## config.mk

```make
export PLATFORM = sky130hd
export DESIGN_NAME = vdec_hs_ser
export DESIGN_NICKNAME = d
export VERILOG_FILES = /design/src/rtl/vdec_hs_pkg.sv /design/src/rtl/vdec_hs_cenc.sv /design/src/rtl/vdec_hs_ser.sv
export SDC_FILE = /design/constraint.sdc
export NUM_CORES = 1
export LEC_CHECK = 0
export ABC_AREA = 0
export BUFFER_PORTS_ARGS = -buffer_cell sky130_fd_sc_hd__buf_2
export CAP_MARGIN = 10
export CORE_MARGIN = 1.5
export CORE_UTILIZATION = 60
export CTS_CLUSTER_SIZE = 24
export DETAILED_ROUTE_END_ITERATION = 10
export GPL_TIMING_DRIVEN = 1
export PLACE_DENSITY = 0.85
export SLEW_MARGIN = 5
export SYNTH_ARGS = -nofsm -noshare
export SYNTH_HDL_FRONTEND = slang
export SYNTH_HIERARCHICAL = 1
export SYNTH_SLANG_ARGS = --single-unit
```

## constraint.sdc

```tcl
create_clock -name clk -period 6.1 [get_ports clk]
set_input_delay 1.22 -clock clk [delete_from_list [all_inputs] [get_ports clk]]
set_output_delay 1.22 -clock clk [all_outputs]
set_load 0.01 [all_outputs]
```

## src/rtl/vdec_hs_pkg.sv

```systemverilog
// Shared constants and types for the HS-SCCH symbol-error re-encoder.
// Mode codes, frame lengths, generators and FSM encoding.
package vdec_hs_pkg;

  typedef enum logic [1:0] {
    MODE_P1   = 2'b00,
    MODE_P2   = 2'b01,
    MODE_AGCH = 2'b10,
    MODE_RSV  = 2'b11
  } hs_mode_e;

  localparam int K = 9;
  localparam int TAIL = K - 1;

  localparam logic [K-1:0] G0 = 9'o557;
  localparam logic [K-1:0] G1 = 9'o663;
  localparam logic [K-1:0] G2 = 9'o711;

  localparam logic [5:0] L_P1   = 6'd8;
  localparam logic [5:0] L_P2   = 6'd29;
  localparam logic [5:0] L_AGCH = 6'd22;

  localparam logic [5:0] N_P1   = L_P1 + 6'(TAIL);
  localparam logic [5:0] N_P2   = L_P2 + 6'(TAIL);
  localparam logic [5:0] N_AGCH = L_AGCH + 6'(TAIL);

  typedef enum logic [1:0] {
    S_IDLE  = 2'b00,
    S_RUN   = 2'b01,
    S_FLUSH = 2'b10,
    S_DONE  = 2'b11
  } state_e;

  function automatic logic [5:0] info_len(
    input logic [1:0] m
  );
    logic [5:0] l;
    l = 6'd0;
    unique case (m)
      MODE_P1:   l = L_P1;
      MODE_P2:   l = L_P2;
      MODE_AGCH: l = L_AGCH;
      default:   l = 6'd0;
    endcase
    return l;
  endfunction

endpackage

```

## src/rtl/vdec_hs_cenc.sv

```systemverilog
// K=9 rate-1/3 convolutional encoder step (pure combinational).
// Newest bit sits in the MSB of the tap window.
module vdec_hs_cenc
  import vdec_hs_pkg::*;
(
  input  logic [7:0] state,
  input  logic       bit_in,
  output logic [2:0] code,
  output logic [7:0] next_state
);

  logic [K-1:0] win;

  // tap window: current bit followed by the eight previous bits
  always_comb begin
    win        = {bit_in, state};
    code[0]    = ^(win & G0);
    code[1]    = ^(win & G1);
    code[2]    = ^(win & G2);
    next_state = win[K-1:1];
  end

endmodule

```

## src/rtl/vdec_hs_ser.sv

```systemverilog
// Symbol-error-rate counter: re-encodes decoded HS bits and
// compares against hard decisions of the received soft symbols.
module vdec_hs_ser
  import vdec_hs_pkg::*;
#(
  parameter int SW = 6
) (
  input  logic          clk,
  input  logic          rst,
  input  logic          ser_start,
  input  logic [1:0]    hs_mode,
  output logic          ser_done,
  output logic          busy,
  output logic          dec_rd_en,
  output logic [5:0]    dec_rd_addr,
  input  logic          dec_rd_data,
  output logic          sym_rd_en,
  output logic [5:0]    sym_rd_addr,
  input  logic [3*SW-1:0] sym_rd_data,
  output logic [7:0]    ser_cnt
);

  state_e     state_q;
  state_e     state_n;
  logic       start_ok;
  logic [5:0] len_q;
  logic [5:0] n_q;
  logic       last_rd;
  logic [5:0] nxt_addr;

  logic       rd_v_q;
  logic       rd_tail_q;
  logic       acc_v_q;
  logic [1:0] err_q;
  logic [7:0] enc_q;

  logic       enc_bit;
  logic [2:0] code;
  logic [7:0] enc_n;
  logic [1:0] err_c;
  logic [8:0] sum;

  assign start_ok = (state_q == S_IDLE) && ser_start;
  assign last_rd  = (sym_rd_addr == 6'(n_q - 6'd1));
  assign nxt_addr = 6'(sym_rd_addr + 6'd1);
  assign enc_bit  = rd_tail_q ? 1'b0 : dec_rd_data;
  assign busy     = (state_q != S_IDLE);
  assign ser_done = (state_q == S_DONE);

  vdec_hs_cenc u_cenc (
    .state      (enc_q),
    .bit_in     (enc_bit),
    .code       (code),
    .next_state (enc_n)
  );

  // state register
  always_ff @(posedge clk or negedge rst) begin
    if (!rst) state_q <= S_IDLE;
    else      state_q <= state_n;
  end

  // next-state logic
  always_comb begin
    state_n = state_q;
    unique case (state_q)
      S_IDLE: begin
        if (ser_start) begin
          if (hs_mode == MODE_RSV) state_n = S_DONE;
          else                     state_n = S_RUN;
        end
      end
      S_RUN:   if (last_rd) state_n = S_FLUSH;
      S_FLUSH: if (acc_v_q && !rd_v_q) state_n = S_DONE;
      S_DONE:  state_n = S_IDLE;
      default: state_n = S_IDLE;
    endcase
  end

  // read address generation; info bits only for steps below L
  always_ff @(posedge clk or negedge rst) begin
    if (!rst) begin
      len_q       <= 6'd0;
      n_q         <= 6'd0;
      dec_rd_en   <= 1'b0;
      dec_rd_addr <= 6'd0;
      sym_rd_en   <= 1'b0;
      sym_rd_addr <= 6'd0;
    end else if (start_ok) begin
      len_q <= info_len(hs_mode);
      n_q   <= info_len(hs_mode) + 6'(TAIL);
      if (hs_mode != MODE_RSV) begin
        dec_rd_en   <= 1'b1;
        dec_rd_addr <= 6'd0;
        sym_rd_en   <= 1'b1;
        sym_rd_addr <= 6'd0;
      end
    end else if (state_q == S_RUN) begin
      if (last_rd) begin
        dec_rd_en <= 1'b0;
        sym_rd_en <= 1'b0;
      end else begin
        sym_rd_addr <= nxt_addr;
        if (nxt_addr < len_q) begin
          dec_rd_en   <= 1'b1;
          dec_rd_addr <= nxt_addr;
        end else begin
          dec_rd_en <= 1'b0;
        end
      end
    end
  end

  // per-step symbol error count against the re-encoded bits
  always_comb begin
    err_c = 2'd0;
    for (int i = 0; i < 3; i++) begin
      if (sym_rd_data[i*SW +: SW] != '0 &&
          sym_rd_data[i*SW + SW - 1] != code[i])
        err_c = err_c + 2'd1;
    end
    sum = {1'b0, ser_cnt} + 9'(err_q);
  end

  // read-data pipeline, encoder register and saturating accumulator
  always_ff @(posedge clk or negedge rst) begin
    if (!rst) begin
      rd_v_q    <= 1'b0;
      rd_tail_q <= 1'b0;
      acc_v_q   <= 1'b0;
      err_q     <= 2'd0;
      enc_q     <= 8'd0;
      ser_cnt   <= 8'd0;
    end else begin
      rd_v_q    <= sym_rd_en;
      rd_tail_q <= !dec_rd_en;
      acc_v_q   <= rd_v_q;
      if (rd_v_q) begin
        enc_q <= enc_n;
        err_q <= err_c;
      end
      if (start_ok) begin
        enc_q   <= 8'd0;
        ser_cnt <= 8'd0;
      end else if (acc_v_q) begin
        ser_cnt <= sum[8] ? 8'hFF : sum[7:0];
      end
    end
  end

endmodule
```

==> results of run 1 <==
==> state kept, by name, indices dropped and copies added, names as in the netlist <==
register / flops
enc_q: 8
ser_cnt: 8
dec_rd_addr: 6
sym_rd_addr: 6
n_q: 5
err_q: 2
state_q: 2
acc_v_q: 1
dec_rd_en: 1
len_q: 1
rd_tail_q: 1
rd_v_q: 1
sym_rd_en: 1
==> stage by stage <==
stage | power (mW) | cells | utilization (%) | worst slack (ns)
final | 1.76 | 354 | 72.1 | 3.08
after detailed placement | 1.53 | 346 | 69.3 | 2.75
after global placement | 1.48 | 346 | 69.3 | 2.78
after CTS | 1.77 | 354 | 72.1 | 3.09
after floorplan | 1.34 | 263 | - | 2.92
after global routing | 1.93 | 354 | 72.1 | 2.97
==> synth_stat cells (all sizes together), types with 3 or more instances <==
cell,n
xnor3,3
nor2b,3
nand3,8
a31oi,4
a21oi,8
buf,10
dfrtp,43
or4,3
ha,21
mux2i,19
xor2,9
nor3,5
clkbuf,4
xnor2,7
nand2,28
nor2,22
inv,20
o21ai,19
mux2,3
==> kinds of logic after synthesis <==
logic type                 Yosys count
AOI/OAI and AO/OA                   40
xor gates and xnor gates            20
adders and majority gates           22
buffers and inverters               34
DFF                                 43
muxes                               22
and+or+nand+nor                     82
==> path summary, 6_finish.rpt <==
check	start	endpoint	cells after the start
setup / recovery	dec_rd_data	err_q[0]	8
hold / removal	sym_rd_en	rd_v_q	0
setup reg to reg	sym_rd_addr[0]	dec_rd_addr[2]	10
hold reg to reg	sym_rd_en	rd_v_q	0
max in group asynchronous	rst	sym_rd_addr[5]	1
min in group asynchronous	rst	ser_cnt[3]	1
==> power groups by stage <==
stage / registers [mW] / logic, mW / clock network (mW)
5_1_grt: 0.572 / 1.11 / 0.242
6_report: 0.549 / 0.978 / 0.229
2_1_floorplan: 0.524 / 0.812 / 0
4_1_cts: 0.548 / 0.986 / 0.235
3_5_place_dp: 0.552 / 0.978 / 0
3_3_place_gp: 0.547 / 0.931 / 0
==> layer usage <==
layer	track usage [%]	part of all wire, %
met1	27.6	41
met2	41.0	53
met3	4.07	3.6
met4	9.15	1.8
met5	0	0
==> final cells by class <==
cell class	instances	area, um2
Clock buffer	5	68.8
Clock inverter	3	43.8
Fill cell	304	1150
Inverter	20	75.1
Multi-Input combinational cell	186	1400
Sequential cell	43	1080
Tap cell	50	62.6
Timing Repair Buffer	47	235
==> critical path, stage by stage <==
cell and delay (ns):
buf_2 0.07, nor2b_1 0.24, xor2_2 0.22, xnor3_1 0.43, mux2_2 0.28, ha_1 0.31, xor2_1 0.16, mux2_2 0.27
==> placed cells by master, fill, tap and decap left out, types with 2 or more instances in the layout <==
cell	count
a21o_1	2
a21oi_1	7
a31oi_1	4
and3_1	2
buf_2	47
clkbuf_8	5
dfrtp_1	43
ha_1	21
inv_1	20
mux2_2	3
mux2i_1	19
nand2_1	26
nand2_2	2
nand2b_1	2
nand3_1	8
nand4_1	2
nor2_1	22
nor2b_1	3
nor3_1	5
o21ai_0	18
or4_1	3
xnor2_1	7
xnor3_1	3
xor2_1	8
==> results.env, run 1 <==
CTS-HTREE-LEVELS=2
POWER.STATIC_LEAKAGE_nW=1.59
CLKPWRFRAC_PCT=13.0
GRT_USE_TOTAL_PCT=23.1
CRITPATHMAXFANOUT=3
GRT.OVERFLOW.TOTAL=0
SYNTH-WARNING-COUNT=6
CLKTRANSATPATHREGS_NS=0.09
DIE_AREA_MM2=0.00480
SYNTH.AVG_CELL_AREA_UM2=10.0
YS_DOMINANT_REG_CELL='dfrtp_1'
ROWS=23
CTS-BUFFERS-INSERTED=5
P_SEQ_SHARE_PCT=31.3
WIRE_PER_INST_UM=14.5
DRC=0
DETAIL_ROUTE.ITER0.VIOLATIONS=66
DESIGN.CORE.AREA_MM2=0.00412
GRT_PASS1_VIAS=2053
DRTANTENNAVIOLNETS=0
COMBINATIONAL_FAMILY_WITH_THE_MOST_AREA_AFTER_SYNTHESIS='simple AND/OR/NAND/NOR gates'
DRT-VIAS-PER-INSTANCE=5.60
TRITONCTS='done'
SYNTH_ASYNC_SR_FLOP_SHARE_PCT=100
GLOBALPLACE.CONGESTION=0.848
CRIT_TYPE='in2reg'
CTS_MAX_PATH_BUFFERS=2
DIE-HEIGHT_UM=69.3
CELL_INTERNAL_PWR_mW=1.02
ANTENNA_CELLS=0
POST_CTS.RESIZED_INSTANCES=0
SYNTH_COMPOUND_GATE_AREA_SHARE_PCT=10.0
SYNTH_ENABLE_FLOP_CELLS=0
OUTCOME='completed'
SYNTH_FP_NETS=309
CRITICAL_PATH_ARRIVAL_NS=3.21
YOSYSUNIQUECELLTYPES=45
FINAL.MIN_CLOCK_PERIOD_NS=3.02
PLACED_CELL_AREA_MM2=0.00285
SHARE_OF_TOTAL_POWER_IN_COMBINATIONAL_LOGIC_PCT=55.7
YOSYSSEQAREASHARE_PCT=40.8
POST_SYNTH_FA_HA_MAJ_AREA_FRACTION_PCT=10.7
DRIVE_ABOVE_1_SHARE_PCT=22.0
FINAL_NET_COUNT=349
CRITPATHCAPTURETYPE='flip-flop'
INITIAL_CORE_UTIL_PCT=64.1
POST-ROUTE-CELL-AREA_MM2=0.00297
HOLDBUFCOUNTCTS=0
GRT_FIRST_PASS_WIRELENGTH_MM=9.03
SLEW_HEADROOM_PCT=37.0
DETAILROUTE.VIA_COUNT=1982
DIE_W_UM=69.3
DESIGN.PORTCOUNT=48
TIMING_MAX_TRANSITION_VIOLATIONS_FINAL=0
SYNTHTOPCELLSBYAREA='dfrtp_1 41%, ha_1 10%, mux2i_1 7.2%, nand2_1 3.7%, o21ai_0 3.4%'
WORSTPATHREQUIRED_NS=6.29
FFS_LATCHES_SYNTH=43
TIMING.HOLD.WORST.CLASS='reg2reg'
MAX_CLOCK_FREQ_MHz=331
TIMING.FINAL.CRIT_SHARE_PCT=49.5
RSZ0062_AT_GRT='false'
WORST_SLEW_PIN_SLEW_NS=0.945
HPWL_MM=3.70
FINCLKSKEW_NS=0.0135
DRV_CAP=0
CLK-INSERTION-DELAY-LATE_NS=0.31
GRT_ANTENNA_BEFORE_REPAIR=0
ROOT_BUFFER_MASTER='clkbuf_8'
GRT_START_MAX_NET_PINS=44
CTS_SINKS=43
TIMING.REG2REG.SETUP_SLACK_NS=3.60
PLACE.PORT_BUFFERS=47
SETUP_VIOL=0
SYNTH_TOP_CELL_AREA_SHARE_PCT=40.8
SYN-CELL-AREA_MM2=0.00264
AREA_ADDED_BETWEEN_SYNTHESIS_AND_FINISH_PCT=12.4
FIN_SETUP_TNS_NS=0
FIRST_PASS_ITERS=4
POWER.IR.VDD_WORST_V=0.000266
NETLIST_INSTANCES=263
NETSWITCHINGFRACTION_PCT=42.0
POWER-PER-CELL-AREA_mW_PER_MM2=592
DETAIL_ROUTE.WIRELENGTH_MM=5.13
POWER_SWITCHING_uW=737
ENDPOINTS_FAILING_HOLD=0
POST-SYNTH-TOP-AREA-CELL='dfrtp_1'
POST_CTS_BUFFERS=0
SYNTH.AREA.MUX_SHARE_PCT=8.49
POST_SYNTHESIS_SHARE_OF_CELL_AREA_SPENT_ON_XOR_AND_XNOR_GATES_PCT=9.06
SIMPLE_GATE_SHARE_OF_THE_SYNTHESIZED_AREA_PCT=14.9
WORSTSETUPSTARTPOINTTYPE='input pin'
HOLDWS_NS=0.444
Note: power is estimated with default switching activity, not from simulation.
==> run 2, diff against run 1 <==
--- a/config.mk
+++ b/config.mk
@@ -9,11 +9,11 @@
 export BUFFER_PORTS_ARGS = -buffer_cell sky130_fd_sc_hd__buf_2
 export CAP_MARGIN = 10
 export CORE_MARGIN = 1.5
-export CORE_UTILIZATION = 60
+export CORE_UTILIZATION = 56
 export CTS_CLUSTER_SIZE = 24
 export DETAILED_ROUTE_END_ITERATION = 10
 export GPL_TIMING_DRIVEN = 1
-export PLACE_DENSITY = 0.85
+export PLACE_DENSITY = 0.8
 export SLEW_MARGIN = 5
 export SYNTH_ARGS = -nofsm -noshare
 export SYNTH_HDL_FRONTEND = slang
==> constraint.sdc (replaced) <==
create_clock -name clk -period 2.9 [get_ports clk]
set_input_delay 0.58 -clock clk [delete_from_list [all_inputs] [get_ports clk]]
set_output_delay 0.58 -clock clk [all_outputs]
set_load 0.01 [all_outputs]
==> results.env, run 2 (synthesized netlist as in run 1, its figures left out) <==
CTS_SINKS=43  # unchanged
CRITICAL_PATH.MAX_STAGE_DELAY_NS=0.46  # +0.03 ns
SETUP_VIOL=0  # unchanged
WORST_SLEW_PIN_SLEW_NS=0.940  # -0.00540 ns
WIRE_PER_INST_UM=14.0  # -3.7%
POWER.STATIC_LEAKAGE_nW=1.60  # +0.79%
CLK-INSERTION-DELAY-LATE_NS=0.29  # -0.02 ns
FINAL_CORE_UTIL_PCT=67.4  # -4.7 points
POST_CTS.RESIZED_INSTANCES=0  # unchanged
GRT_USE_TOTAL_PCT=21.3  # -1.8 points
TRITONCTS='done'
DETAIL_ROUTE.WIRELENGTH_MM=4.98  # -2.9%
ROOT_BUFFER_MASTER='clkbuf_8'
HOLDBUFCOUNTCTS=0  # unchanged
DETAILROUTE.WIRELENGTH.MET2_MM=2.35  # -14%
ENDPOINTS_FAILING_HOLD=0  # unchanged
DRC=2  # +2
POST_CTS_BUFFERS=0  # unchanged
FINCLKSKEW_NS=0.00437  # -0.00914 ns
HPWL_MM=3.65  # -1.2%
POWER.IR.VDD_WORST_V=0.000570  # +110%
REG.LARGEST.LIST='enc_q: 8 flops, ser_cnt: 8 flops'
FIRST_PASS_ITERS=9  # +5
GRT_ANTENNA_BEFORE_REPAIR=0  # unchanged
CRIT_TYPE='reg2reg'
DETAIL_ROUTE.ITER0.VIOLATIONS=138  # +110%
AREA_OF_THE_MULTI_INPUT_GATES_MM2=0.00140  # unchanged
FF2FF_PATH_DEPTH=10  # unchanged
TIMING_MAX_TRANSITION_VIOLATIONS_FINAL=0  # unchanged
WORSTPATHREQUIRED_NS=3.09  # -3.20 ns
CRITICAL_PATH.TOP_DELAY_FAMILY='simple AND/OR/NAND/NOR gates'
CRITPATHCAPTURETYPE='flip-flop'
DRIVE_ABOVE_1_SHARE_PCT=22.0  # -0.072 points
CLKTRANSATPATHREGS_NS=0.08  # about the same
PLACE.PORT_BUFFERS=47  # unchanged
PLACEDCELLCOUNT=349  # +0.87%
DESIGN.PORTCOUNT=48  # unchanged
FINAL.MIN_CLOCK_PERIOD_NS=2.43
DIE_W_UM=71.6  # +3.4%
LAYOUT.CELLS.MOST_COMMON='buf_2'
GRT_PASS1_VIAS=2000  # -2.6%
DIE-HEIGHT_UM=71.6  # +3.4%
TIMING.REG2REG.SETUP_SLACK_NS=0.47  # -3.13 ns
VIOLATIONS='design-rule violations'
CRIT_PATH_CELL_TRACE='ha_1 > nand3_1 > xor2_1 > inv_1 > ha_1 > nand3_1 > o22ai_1 > nor3_1 > nand2_2 > a31o_1'
DRV_CAP=0  # unchanged
DRT-VIAS-PER-INSTANCE=5.55  # -0.84%
TIMING.FINAL.CRIT_SHARE_PCT=83.7
WORSTSETUPSTARTPOINTTYPE='flip-flop'
FINAL-INSTANCE-COUNT-EXCL-FILL=357  # +0.85%
DIE_AREA_MM2=0.00513  # +6.8%
AREA_ADDED_BETWEEN_SYNTHESIS_AND_FINISH_PCT=13.5
CTS-HTREE-LEVELS=2  # unchanged
GRT.OVERFLOW.TOTAL=0  # unchanged
OUTCOME='finished with violations'
DETAILROUTE.VIA_COUNT=1982  # unchanged
POWER-PER-CELL-AREA_mW_PER_MM2=1260  # +110%
FF_LATCH_AREA_MM2=0.00108  # unchanged
INITIAL_CORE_UTIL_PCT=59.4  # -4.7 points
GLOBALPLACE.CONGESTION=0.842  # -0.66%
FILL_CELL_COUNT=355  # +17%
DETAILROUTE.WIRELENGTH.MET3_UM=235  # +28%
HIGHEST_METAL_LAYER_WITH_SIGNAL_WIRES='met4'
TIMING.HOLD.WORST.CLASS='in2async'
ROWS=24  # +4.3%
LAYOUT_COMMON_CELLS='47 x buf_2, 43 x dfrtp_1, 26 x nand2_1'
RSZ0062_AT_GRT='false'
FINAL_NET_COUNT=350  # +0.29%
WORST_R2R_STARTPOINT='sym_rd_addr[0]'
ANTENNA_CELLS=0  # unchanged
DESIGN.CORE.AREA_MM2=0.00444  # +8.0%
SLEW_HEADROOM_PCT=37.4  # +0.36 points
ROUTEDLENGTHMET1_MM=2.32  # +9.6%
WORST_R2R_ENDPOINT='dec_rd_addr[2]'
GRT_FIRST_PASS_WIRELENGTH_MM=8.67  # -4.1%
SLOWEST_STAGE='dfrtp_1'
CRITICAL_PATH_ARRIVAL_NS=2.61  # -0.60 ns
GRT_START_MAX_NET_PINS=44  # unchanged
CTS_MAX_PATH_BUFFERS=2  # unchanged
MAX_CLOCK_FREQ_MHz=412
DRTANTENNAVIOLNETS=0  # unchanged
REPORT.POWER.TOTAL_mW=3.76  # +110%
CRITPATHMAXFANOUT=7  # +4
FIN_SETUP_TNS_NS=0  # unchanged
CTS-BUFFERS-INSERTED=5  # unchanged
CRITICAL_PATH_BUF_INV_COUNT=1  # unchanged
-- run 2: worst max-delay path by stage --
stage                        start             end  slack (ns)  depth (start not counted)
floorplan              dec_rd_data        err_q[0]        0.36                          7
global placement       dec_rd_data        err_q[0]        0.23                          8
detailed placement     dec_rd_data        err_q[0]        0.15                          8
CTS                      rd_tail_q        err_q[0]        0.46                          7
global route        sym_rd_addr[0]  dec_rd_addr[2]        0.27                         10
finish              sym_rd_addr[0]  dec_rd_addr[2]        0.47                         10
-- run 2: stage by stage --
step | cell area [um2] | setup WS (ns) | hold WS (ns)
after floorplan | 2640 | 0.356 | 0.284
after CTS | 3000 | 0.457 | 0.434
after global routing | 3000 | 0.267 | 0.445
after detailed placement | 2860 | 0.153 | 0.413
after global placement | 2860 | 0.225 | 0.408
final | 3000 | 0.473 | 0.421
-- run 2: power breakdown --
part / total [mW] / leakage, nW / internal, mW / switching, mW
Combinational: 2.07 / 0.999 / 1.04 / 1.03
Clock: 0.551 / 0.0654 / 0.344 / 0.207
Sequential: 1.15 / 0.540 / 0.856 / 0.289
-- run 2: worst reg2reg max path, delay by kind of cell, from the launching register on --
family	cells	cell delay, ns
buffers and inverters	1	0.07
flip-flops	1	0.46
AO/OA/AOI/OAI	2	0.32
XOR/XNOR	1	0.24
AND/OR/NAND/NOR	4	0.65
adder cells (fa/ha/maj)	2	0.56
-- run 2: area by class of cell --
cell class / instances / area share (%)
Clock buffer: 6 / 2.42
Sequential cell: 43 / 35.9
Inverter: 20 / 2.51
Clock inverter: 2 / 2.01
Timing Repair Buffer: 48 / 8.10
Tap cell: 52 / 2.17
Multi-Input combinational cell: 186 / 46.9
-- run 2: layer usage --
layer / GRT usage (%) / up-vias
li1: - / 972
met1: 26.6 / 953
met2: 36.3 / 49
met3: 4.50 / 8
met4: 8.18 / 0
met5: 0 / -
==> run 3, diff against run 2 <==
--- a/config.mk
+++ b/config.mk
@@ -5,15 +5,15 @@
 export SDC_FILE = /design/constraint.sdc
 export NUM_CORES = 1
 export LEC_CHECK = 0
-export ABC_AREA = 0
+export ABC_AREA = 1
 export BUFFER_PORTS_ARGS = -buffer_cell sky130_fd_sc_hd__buf_2
 export CAP_MARGIN = 10
 export CORE_MARGIN = 1.5
-export CORE_UTILIZATION = 56
+export CORE_UTILIZATION = 57
 export CTS_CLUSTER_SIZE = 24
 export DETAILED_ROUTE_END_ITERATION = 10
 export GPL_TIMING_DRIVEN = 1
-export PLACE_DENSITY = 0.8
+export PLACE_DENSITY = 0.81
 export SLEW_MARGIN = 5
 export SYNTH_ARGS = -nofsm -noshare
 export SYNTH_HDL_FRONTEND = slang
==> constraint.sdc (replaced) <==
create_clock -name clk -period 2.36 [get_ports clk]
set_input_delay 0.472 -clock clk [delete_from_list [all_inputs] [get_ports clk]]
set_output_delay 0.472 -clock clk [all_outputs]
set_load 0.01 [all_outputs]
==> results.env, run 3 <==
CTS_SINKS=43  # unchanged
SLEW_HEADROOM_PCT=66.4  # +29 points
SYNTH_ASYNC_SR_FLOP_SHARE_PCT=100  # unchanged
YOSYSSEQAREASHARE_PCT=37.1  # -3.7 points
LAYOUT_COMMON_CELLS='109 x nand2_1, 60 x inv_1, 47 x buf_2'
POST-SYNTH-TOP-AREA-CELL='dfrtp_1'
CRITICAL_PATH.MAX_STAGE_DELAY_NS=0.47  # about the same
DETAIL_ROUTE.ITER0.VIOLATIONS=155  # +12%
INITIAL_CORE_UTIL_PCT=60.3  # +0.91 points
DRTANTENNAVIOLNETS=0  # unchanged
POST_CTS.RESIZED_INSTANCES=0  # unchanged
TIMING.REG2REG.SETUP_SLACK_NS=0.21  # -0.26 ns
CRIT_PATH_CELL_TRACE='ha_1 > nand2_1 > inv_1 > nand2_1 > xor2_1 > inv_1 > ha_1 > nand2_1 > nand2_1 > nand2_2 > nand3_1 > nand2_1 > nand2_1'
DESIGN.PORTCOUNT=48  # unchanged
POWER-PER-CELL-AREA_mW_PER_MM2=1320  # +4.9%
POST_SYNTH_FA_HA_MAJ_AREA_FRACTION_PCT=9.74  # -0.98 points
YS_DOMINANT_REG_CELL='dfrtp_1'
LAYOUT.CELLS.MOST_COMMON='nand2_1'
FIN_SETUP_TNS_NS=0  # unchanged
GRT_FIRST_PASS_WIRELENGTH_MM=9.92  # +14%
CTS-BUFFERS-INSERTED=5  # unchanged
REG.LARGEST.LIST='enc_q: 8 flops, ser_cnt: 8 flops'
GRT_ANTENNA_BEFORE_REPAIR=0  # unchanged
DRT-VIAS-PER-INSTANCE=5.04  # -9.2%
FIRST_PASS_ITERS=4  # -5
CLK-INSERTION-DELAY-LATE_NS=0.30  # about the same
POST_CTS_BUFFERS=0  # unchanged
AREA_ADDED_BETWEEN_SYNTHESIS_AND_FINISH_PCT=14.3
SYNTHMOSTINSTANTIATEDCELL='nand2_1'
SYNTH_TOP_CELL_AREA_SHARE_PCT=37.1  # -3.7 points
CTS_MAX_PATH_BUFFERS=2  # unchanged
FINAL_NET_COUNT=493  # +41%
DRV_CAP=0  # unchanged
POST_SYNTHESIS_SHARE_OF_CELL_AREA_SPENT_ON_XOR_AND_XNOR_GATES_PCT=2.71  # -6.3 points
OUTCOME='completed'
SYNTH.AVG_CELL_AREA_UM2=7.28  # -27%
GRT.OVERFLOW.TOTAL=0  # unchanged
SETUP_VIOL=0  # unchanged
SYNTH-WARNING-COUNT=6  # unchanged
RSZ0062_AT_GRT='false'
PLACE.PORT_BUFFERS=47  # unchanged
SYNTH_COMPOUND_GATE_AREA_SHARE_PCT=9.74  # -0.27 points
POWER.STATIC_LEAKAGE_nW=1.88  # +17%
FINAL-INSTANCE-COUNT-EXCL-FILL=515  # +44%
WORST_SLEW_PIN_SLEW_NS=0.503  # -0.436 ns
TRITONCTS='done'
CRITICAL_PATH_ARRIVAL_NS=2.34  # -0.27 ns
SYNTHTOPCELLSBYAREA='dfrtp_1 37%, nand2_1 14%, ha_1 9.0%, inv_1 7.8%, nor2_1 4.8%'
CLKTRANSATPATHREGS_NS=0.08  # about the same
POWER.IR.VDD_WORST_V=0.000650  # +14%
DRC=0  # -2
SYNTH_FP_NETS=445  # +44%
ROOT_BUFFER_MASTER='clkbuf_8'
TIMING.HOLD.WORST.CLASS='in2async'
DETAILROUTE.VIA_COUNT=2595  # +31%
MAX_CLOCK_FREQ_MHz=466  # +13%
DRIVE_ABOVE_1_SHARE_PCT=18.1  # -3.9 points
DIE_AREA_MM2=0.00553  # +7.8%
FF2FF_PATH_DEPTH=13  # +3
DESIGN.CORE.AREA_MM2=0.00482  # +8.4%
TIMING_MAX_TRANSITION_VIOLATIONS_FINAL=0  # unchanged
HOLDBUFCOUNTCTS=0  # unchanged
GRT_USE_TOTAL_PCT=23.5  # +2.2 points
PATH_COMMON_CELL='nand2_1'
REPORT.POWER.TOTAL_mW=4.37  # +16%
PLACEDCELLCOUNT=507  # +45%
WIRE_PER_INST_UM=11.3  # -19%
FFS_LATCHES_SYNTH=43  # unchanged
SYNTH_ENABLE_FLOP_CELLS=0  # unchanged
CTS-HTREE-LEVELS=2  # unchanged
DIE_W_UM=74.4  # +3.8%
CRITPATHCAPTURETYPE='flip-flop'
COMBINATIONAL_FAMILY_WITH_THE_MOST_AREA_AFTER_SYNTHESIS='simple AND/OR/NAND/NOR gates'
CRITPATHMAXFANOUT=8  # +1
HOLDWS_NS=0.125  # -0.296 ns
GRT_PASS1_VIAS=2312  # +16%
GRT_START_MAX_NET_PINS=24  # -45%
YOSYSUNIQUECELLTYPES=34  # -24%
CRITICAL_PATH_BUF_INV_COUNT=2  # +1
CRIT_TYPE='reg2reg'
WORST_R2R_ENDPOINT='dec_rd_addr[0]'
SLOWEST_STAGE='dfrtp_1'
HPWL_MM=4.56  # +25%
SYNTH.AREA.MUX_SHARE_PCT=0  # -8.5 points
FINCLKSKEW_NS=0.00566  # +0.00130 ns
SYN-CELL-AREA_MM2=0.00290  # +10%
DIE-HEIGHT_UM=74.4  # +3.8%
ENDPOINTS_FAILING_HOLD=0  # unchanged
TIMING.FINAL.CRIT_SHARE_PCT=91.0  # +7.3 points
NETLIST_INSTANCES=399  # +52%
WORSTPATHREQUIRED_NS=2.55  # -0.54 ns
CRITICAL_PATH.TOP_DELAY_FAMILY='simple AND/OR/NAND/NOR gates'
WORSTSETUPSTARTPOINTTYPE='flip-flop'
YS_TOP_CELLS_BY_COUNT='109 x nand2_1, 60 x inv_1, 43 x dfrtp_1'
GLOBALPLACE.CONGESTION=0.885  # +5.1%
WORST_R2R_STARTPOINT='sym_rd_addr[0]'
FINAL_CORE_UTIL_PCT=68.9  # +1.5 points
FINAL.MIN_CLOCK_PERIOD_NS=2.15  # -0.279 ns
DETAIL_ROUTE.WIRELENGTH_MM=5.82  # +17%
ROWS=25  # +4.2%
SIMPLE_GATE_SHARE_OF_THE_SYNTHESIZED_AREA_PCT=29.1  # +14 points
ANTENNA_CELLS=0  # unchanged
run 3: cell count changes after synthesis, sizes merged, moves of 4 or more:
cell	change
nand3	+17
o21ai	+11
nand2	+86
a31oi	-4
mux2i	-19
o22ai	+4
nor2	+17
inv	+45
xnor2	-4
run 3: cell families after synthesis:
family,count (synthesis)
compound gates,49
fa+ha+maj,22
flops,43
xor+xnor,9
simple gates,196
buf+inv,80
run 3: how the worst max path moves through the flow:
stage	slack, ns	startpoint	depth (start not counted)	endpoint
4_1_cts	0.23	sym_rd_addr[0]	13	dec_rd_addr[1]
3_5_place_dp	0.23	dec_rd_data	15	err_q[0]
5_1_grt	0.02	sym_rd_addr[0]	13	dec_rd_addr[2]
2_1_floorplan	0.27	dec_rd_data	14	err_q[0]
3_3_place_gp	0.27	dec_rd_data	15	err_q[0]
6_report	0.21	sym_rd_addr[0]	13	dec_rd_addr[0]
run 3: per-layer routing:
layer / vias to the layer above / wire length, um / GRT usage (%)
met2: 80 / 2870 / 40.9
met4: 0 / 78 / 7.68
li1: 1346 / - / -
met1: 1164 / 2520 / 29.6
met5: - / 0 / 0
met3: 5 / 351 / 4.07
run 3: cell type report:
cell class,instances,area (um2)
clock inverters,2,60.1
inverters,68,255
well taps,67,83.8
fillers,405,1500
clock buffers,6,72.6
multi-input cells,276,1490
repair buffers,53,280
flip-flops and latches,43,1080
run 3: worst register-to-register path: stages, from the launching register on:
cell,delay (ns)
dfrtp_1,0.47
ha_1,0.25
nand2_1,0.06
inv_1,0.06
nand2_1,0.07
xor2_1,0.18
inv_1,0.06
ha_1,0.28
nand2_1,0.07
nand2_1,0.06
nand2_2,0.12
nand3_1,0.21
nand2_1,0.12
nand2_1,0.05
run 3: metrics by stage:
step	instance area (um2)	setup WS [ns]
final	3320	0.212
after floorplan	2900	0.275
after global routing	3320	0.0151
after CTS	3320	0.226
after detailed placement	3190	0.233
after global placement	3190	0.270
run 3: power breakdown:
group          internal (mW)  total (mW)  switching, mW
registers               1.03        1.32          0.287
logic                  0.922        2.38           1.46
clock network          0.423       0.678          0.255
total                   2.38        4.37           2.00
